## src/rtl/demux_pkg.sv

```systemverilog
// Shared constants for the five-way buffered result demultiplexer.
// Destination codes 0..4 select consumers 1..5; codes 5..7 are dropped.
package demux_pkg;

  localparam int DST_COUNT = 5;

  localparam logic [2:0] SEL_ILLEGAL_MIN = 3'd5;

  typedef enum logic [2:0] {
    SEL_DST1 = 3'd0,
    SEL_DST2 = 3'd1,
    SEL_DST3 = 3'd2,
    SEL_DST4 = 3'd3,
    SEL_DST5 = 3'd4
  } dst_sel_e;

  // True when a select code addresses a real destination slot.
  function automatic logic sel_is_legal(input logic [2:0] sel);
    return sel < SEL_ILLEGAL_MIN;
  endfunction

endpackage

```

## src/rtl/demux_slot.sv

```systemverilog
// One-entry registered buffer feeding a single destination.
// A load wins over a drain so a full slot can be refilled in the same
// cycle it empties, sustaining one word per cycle.
module demux_slot #(
  parameter int WIDTH = 32
) (
  input  logic             clk,
  input  logic             rst_n,
  input  logic             load,
  input  logic [WIDTH-1:0] load_data,
  input  logic             drain,
  output logic             full,
  output logic [WIDTH-1:0] data
);

  logic             full_q, full_d;
  logic [WIDTH-1:0] data_q, data_d;

  // Next-state: load first, otherwise drain clears only the flag so the
  // last word stays visible on the data output.
  always_comb begin
    full_d = full_q;
    data_d = data_q;
    if (load) begin
      full_d = 1'b1;
      data_d = load_data;
    end else if (drain) begin
      full_d = 1'b0;
    end
  end

  // State registers; reset empties the slot and clears the payload.
  always_ff @(posedge clk or negedge rst_n) begin
    if (!rst_n) begin
      full_q <= 1'b0;
      data_q <= '0;
    end else begin
      full_q <= full_d;
      data_q <= data_d;
    end
  end

  assign full = full_q;
  assign data = data_q;

endmodule

```

## src/rtl/demux5_buffered.sv

```systemverilog
// Routes one producer stream to five buffered consumers by select code.
// Illegal select codes are always accepted, discarded and counted.
module demux5_buffered
  import demux_pkg::*;
#(
  parameter int WIDTH = 32,
  parameter int SEL_W = 3,
  parameter int CNT_W = 8
) (
  input  logic                 clk,
  input  logic                 rst_n,
  input  logic                 in_valid,
  output logic                 in_ready,
  input  logic [SEL_W-1:0]     in_select,
  input  logic [WIDTH-1:0]     in_data,
  output logic [DST_COUNT-1:0] out_valid,
  input  logic [DST_COUNT-1:0] out_ready,
  output logic [WIDTH-1:0]     dst1,
  output logic [WIDTH-1:0]     dst2,
  output logic [WIDTH-1:0]     dst3,
  output logic [WIDTH-1:0]     dst4,
  output logic [WIDTH-1:0]     dst5,
  output logic                 drop_pulse,
  output logic [CNT_W-1:0]     drop_count
);

  logic [DST_COUNT-1:0] slotFull;
  logic [DST_COUNT-1:0] slotLoad;
  logic [DST_COUNT-1:0] slotDrain;
  logic [WIDTH-1:0]     slotData [DST_COUNT];
  logic                 selIllegal;
  logic                 accept;

  logic             drop_pulse_q, drop_pulse_d;
  logic [CNT_W-1:0] drop_count_q, drop_count_d;

  assign selIllegal = !sel_is_legal(3'(in_select));
  assign accept     = in_valid & in_ready;

  // Readiness depends only on the addressed slot and its consumer, never on
  // in_valid, so the producer can look at it before committing.
  always_comb begin
    in_ready = 1'b1;
    for (int i = 0; i < DST_COUNT; i++) begin
      if (in_select == SEL_W'(i)) begin
        in_ready = ~slotFull[i] | out_ready[i];
      end
    end
  end

  // Per-slot load and drain strobes; a drain on an empty slot is ignored.
  always_comb begin
    slotLoad  = '0;
    slotDrain = '0;
    for (int i = 0; i < DST_COUNT; i++) begin
      slotLoad[i]  = accept & (in_select == SEL_W'(i));
      slotDrain[i] = slotFull[i] & out_ready[i];
    end
  end

  genvar g;
  generate
    for (g = 0; g < DST_COUNT; g++) begin : gSlot
      demux_slot #(.WIDTH(WIDTH)) uSlot (
        .clk       (clk),
        .rst_n     (rst_n),
        .load      (slotLoad[g]),
        .load_data (in_data),
        .drain     (slotDrain[g]),
        .full      (slotFull[g]),
        .data      (slotData[g])
      );
    end
  endgenerate

  // Drop bookkeeping: pulse follows every illegal accept, counter saturates.
  always_comb begin
    drop_pulse_d = accept & selIllegal;
    drop_count_d = drop_count_q;
    if (drop_pulse_d && (drop_count_q != {CNT_W{1'b1}})) begin
      drop_count_d = drop_count_q + 1'b1;
    end
  end

  // Drop registers; cleared by reset along with the slots.
  always_ff @(posedge clk or negedge rst_n) begin
    if (!rst_n) begin
      drop_pulse_q <= 1'b0;
      drop_count_q <= '0;
    end else begin
      drop_pulse_q <= drop_pulse_d;
      drop_count_q <= drop_count_d;
    end
  end

  assign out_valid  = slotFull;
  assign dst1       = slotData[0];
  assign dst2       = slotData[1];
  assign dst3       = slotData[2];
  assign dst4       = slotData[3];
  assign dst5       = slotData[4];
  assign drop_pulse = drop_pulse_q;
  assign drop_count = drop_count_q;

endmodule

```

## config.mk

```make
export PLATFORM = sky130hd
export DESIGN_NAME = demux5_buffered
export DESIGN_NICKNAME = d
export VERILOG_FILES = /design/src/rtl/demux_pkg.sv /design/src/rtl/demux_slot.sv /design/src/rtl/demux5_buffered.sv
export SDC_FILE = /design/constraint.sdc
export NUM_CORES = 1
export LEC_CHECK = 0
export CAP_MARGIN = 30
export CORE_MARGIN = 2
export CORE_UTILIZATION = 30
export CTS_BUF_LIST = sky130_fd_sc_hd__clkbuf_2 sky130_fd_sc_hd__clkbuf_4 sky130_fd_sc_hd__clkbuf_8
export DETAILED_ROUTE_END_ITERATION = 12
export GPL_TIMING_DRIVEN = 0
export PLACE_DENSITY = 0.58
export SETUP_SLACK_MARGIN = 0.02
export SYNTH_ARGS = -nofsm -noshare
export SYNTH_HDL_FRONTEND = slang
export SYNTH_HIERARCHICAL = 1
export SYNTH_SLANG_ARGS = --single-unit
```

## constraint.sdc

```tcl
create_clock -name clk -period 1.8 [get_ports clk]
set_input_delay 0.36 -clock clk [delete_from_list [all_inputs] [get_ports clk]]
set_output_delay 0.36 -clock clk [all_outputs]
set_load 0.02 [all_outputs]
```

==> flow_summary.ini <==
[outcome]
status = complete, but fails checks
violations = negative setup slack

[drt]
routed_wl_um = 18600
final_antenna_net_count = 0
via_per_inst = 4.31
dr.first_iter.drc_count = 212
wire_per_inst_um = 18.6
vias = 4302
dr.pass1.iters = 4
route.detailed.drc = 0

[die]
initial_core_util_pct = 30.7
pin_count = 218
die-area_um2 = 26300
die_y_um = 162
rows = 57
die_w_um = 162
core_um2 = 24500

[yosys]
netlist_top_cells_area = dfrtp_1, mux2_4, buf_12
avgSynthCellArea_um2 = 18.1
syn_area_um2 = 7520
yosysTopAreaCell = dfrtp_1
yosysUniqueCellTypes = 31
syn_nets = 460
synth_seq_cells = 174
synth_top_area_share_pct = 57.9
yosysWarnings = 6
syn_inst = 416
seq_area_frac_synth_pct = 57.9

[clock_network]
clock_latency_ns = 0.44
cts_buffer_depth = 2
h-tree-depth = 4
cts_tree = yes
clockRootBuffer = clkbuf_8
path_clk_slew_ns = 0.11
cts_buffers = 17
clock_sinks = 174

[worst_setup_path]
worstSetupEndpointType = primary output
reg2reg_depth = 5
crit_type = reg -> out
crit_chain = nor2b_4 > mux4_2 > mux2i_2 > buf_4
arrival_ns = 1.79
start_kind = flop
critPathMaxFanout = 2
cpMaxStageDelayCell = mux4_2
r2r-end = drop_count[1]
reg2reg_slack_ns = 0.11
worst_path_largest_cell_delay_ns = 0.48
timing.rr.start = drop_count[0]
crit_required_ns = 1.44

[placed_design]
hpwl_um = 12600
gp_congestion = 0.757
portBuffers = 217

[timing]
final.period_utilization_pct = 119
setup_ws_ns = -0.350
clock.fmax_mhz = 465
finalSetupViolCount = 1
setup_tns_ns = -0.350
report.final.slew_viol_count = 0
hold_viol_final = 0
slew_headroom_pct = 62.7
period_minus_slack_ns = 2.15
tightest_slew_ns = 0.559
fin_worst_skew_ns = 0.0188
fin_hold_ws_ns = 0.441
rsz0062_at_grt = true

[grt]
antenna_found_initial = 0
overflow = 0
grt_use_total_pct = 14.5
grt_pass1_wl_um = 29200
grt_max_degree = 108
first_global_vias = 4816

[power_and_ir_drop]
power.density_nw_per_um2 = 1390
p_leak_uw = 0.00492
finalPower_uw = 14500
ir_drop_uv = 533

[finish]
area_growth_pct = 38.5
final_nets = 705
antennaDiodeCount = 0
drive_gt1_share_pct = 35.8

[flow_run]
maxCapViolCount = 0

[min_path]
min_path_type = in -> async
report_power, final:
group	total, uW	switching (uW)	leakage (uW)	internal (uW)
sequential	5910	772	0.00209	5140
combinational	5780	2850	0.00263	2930
clock	2820	1610	0.000200	1210
total	14500	5230	0.00492	9280
cell families after synthesis:
logic type,synth area share [%]
xor gates and xnor gates,0.350
AOI/OAI and AO/OA,1.22
adders and majority gates,0.166
and+or+nand+nor,2.98
muxes,32.3
buffers and inverters,5.04
DFF,57.9
flip-flops by register name, summed over array words and instances, names as in the netlist:
| name | count |
|---|---|
| gSlot.uSlot/data | 160 |
| drop_count | 8 |
| drop_pulse | 1 |
| gSlot.uSlot/full | 5 |
layout make-up:
type,instances,area (um2)
Fill cell,2288,14000
Sequential cell,174,4360
Multi-Input combinational cell,216,2830
Timing Repair Buffer,226,2040
Tap cell,324,405
Buffer,20,357
Clock buffer,19,255
Clock inverter,13,148
Inverter,6,22.5
stage by stage:
stage / utilization, % / area [um2] / std cells / worst slack [ns]
after detailed placement: 41.4 / 10100 / 958 / -0.931
after global routing: 42.6 / 10400 / 998 / -0.485
after floorplan: - / 7520 / 416 / 0.0224
final: 42.6 / 10400 / 998 / -0.350
after CTS: 42.5 / 10400 / 997 / -0.391
after global placement: 41.3 / 10100 / 957 / -6.52
cell usage after synthesis:
library cell,n
a21o_1,5
a21oi_1,4
and2_1,5
buf_12,15
buf_6,5
dfrtp_1,174
ha_1,1
inv_1,6
mux2_1,3
mux2_2,15
mux2_4,146
mux2i_1,1
mux4_1,1
nand2_1,6
nand2_2,1
nand2b_1,3
nand4_1,1
nand4_4,1
nor2_1,2
nor2b_1,6
nor3_1,3
nor3_2,1
nor3b_1,1
nor4_1,2
nor4b_1,1
o211a_4,1
o21ai_4,1
or2b_1,1
or3_4,1
xnor2_1,1
xor2_1,2
critical path: cells and delay by family, from the launching register on:
family	cells	cell delay, ns
flops	1	0.39
mux	2	0.65
buf+inv	1	0.17
simple gates	1	0.13
worst max-delay path by stage:
stage          slack, ns                 from                 endpoint  cells past startpoint
2_1_floorplan       0.02  gSlot[2].uSlot/full                 in_ready                      3
3_3_place_gp       -6.52                rst_n  gSlot[4].uSlot/data[26]                      1
3_5_place_dp       -0.93         in_select[1]                 in_ready                      4
4_1_cts            -0.39  gSlot[3].uSlot/full                 in_ready                      4
5_1_grt            -0.49  gSlot[2].uSlot/full                 in_ready                      4
6_report           -0.35  gSlot[3].uSlot/full                 in_ready                      4
what timing repair did:
item | in CTS | in global routing
hold buffers | 1 | 0
resized for setup | 191 | 6
endpoints found under the hold margin | 67 | 0
endpoints found under the setup margin | 233 | 72
setup buffers | 6 | 1
layer usage:
layer | wire [um] | vias to the layer above | part of all wire, % | track usage (%)
li1 | - | 1946 | - | -
met1 | 8500 | 2197 | 46 | 19.7
met2 | 8740 | 150 | 47 | 22.8
met3 | 1210 | 9 | 6.5 | 4.60
met4 | 151 | 0 | 0.81 | 3.02
met5 | 0 | - | 0 | 0
cells in the final DEF, fill, tap and decap left out, drive strengths merged:
| cell type | Yosys | routed |
|---|---|---|
| dlygate4sd3 | 0 | 1 |
| or2b | 1 | 1 |
| clkinv | 0 | 2 |
| nor3 | 4 | 4 |
| clkdlybuf4s50 | 0 | 40 |
| and2 | 5 | 5 |
| o21ai | 1 | 1 |
| mux2 | 164 | 164 |
| clkbuf | 0 | 19 |
| xnor2 | 1 | 1 |
| dlygate4sd2 | 0 | 174 |
| xor2 | 2 | 2 |
| dfrtp | 174 | 174 |
| a21o | 5 | 5 |
| mux2i | 1 | 1 |
| nor3b | 1 | 1 |
| or3 | 1 | 1 |
| nand2b | 3 | 3 |
| buf | 20 | 31 |
| o211a | 1 | 1 |
| nor2 | 2 | 2 |
| nor4 | 2 | 2 |
| bufinv | 0 | 1 |
| nor4b | 1 | 1 |
| inv | 6 | 14 |
| nand2 | 7 | 7 |
| nand4 | 2 | 2 |
| ha | 1 | 1 |
| nor2b | 6 | 6 |
| mux4 | 1 | 1 |
| a21oi | 4 | 4 |
| clkinvlp | 0 | 2 |
No activity file was read; power rests on OpenSTA's default activity.
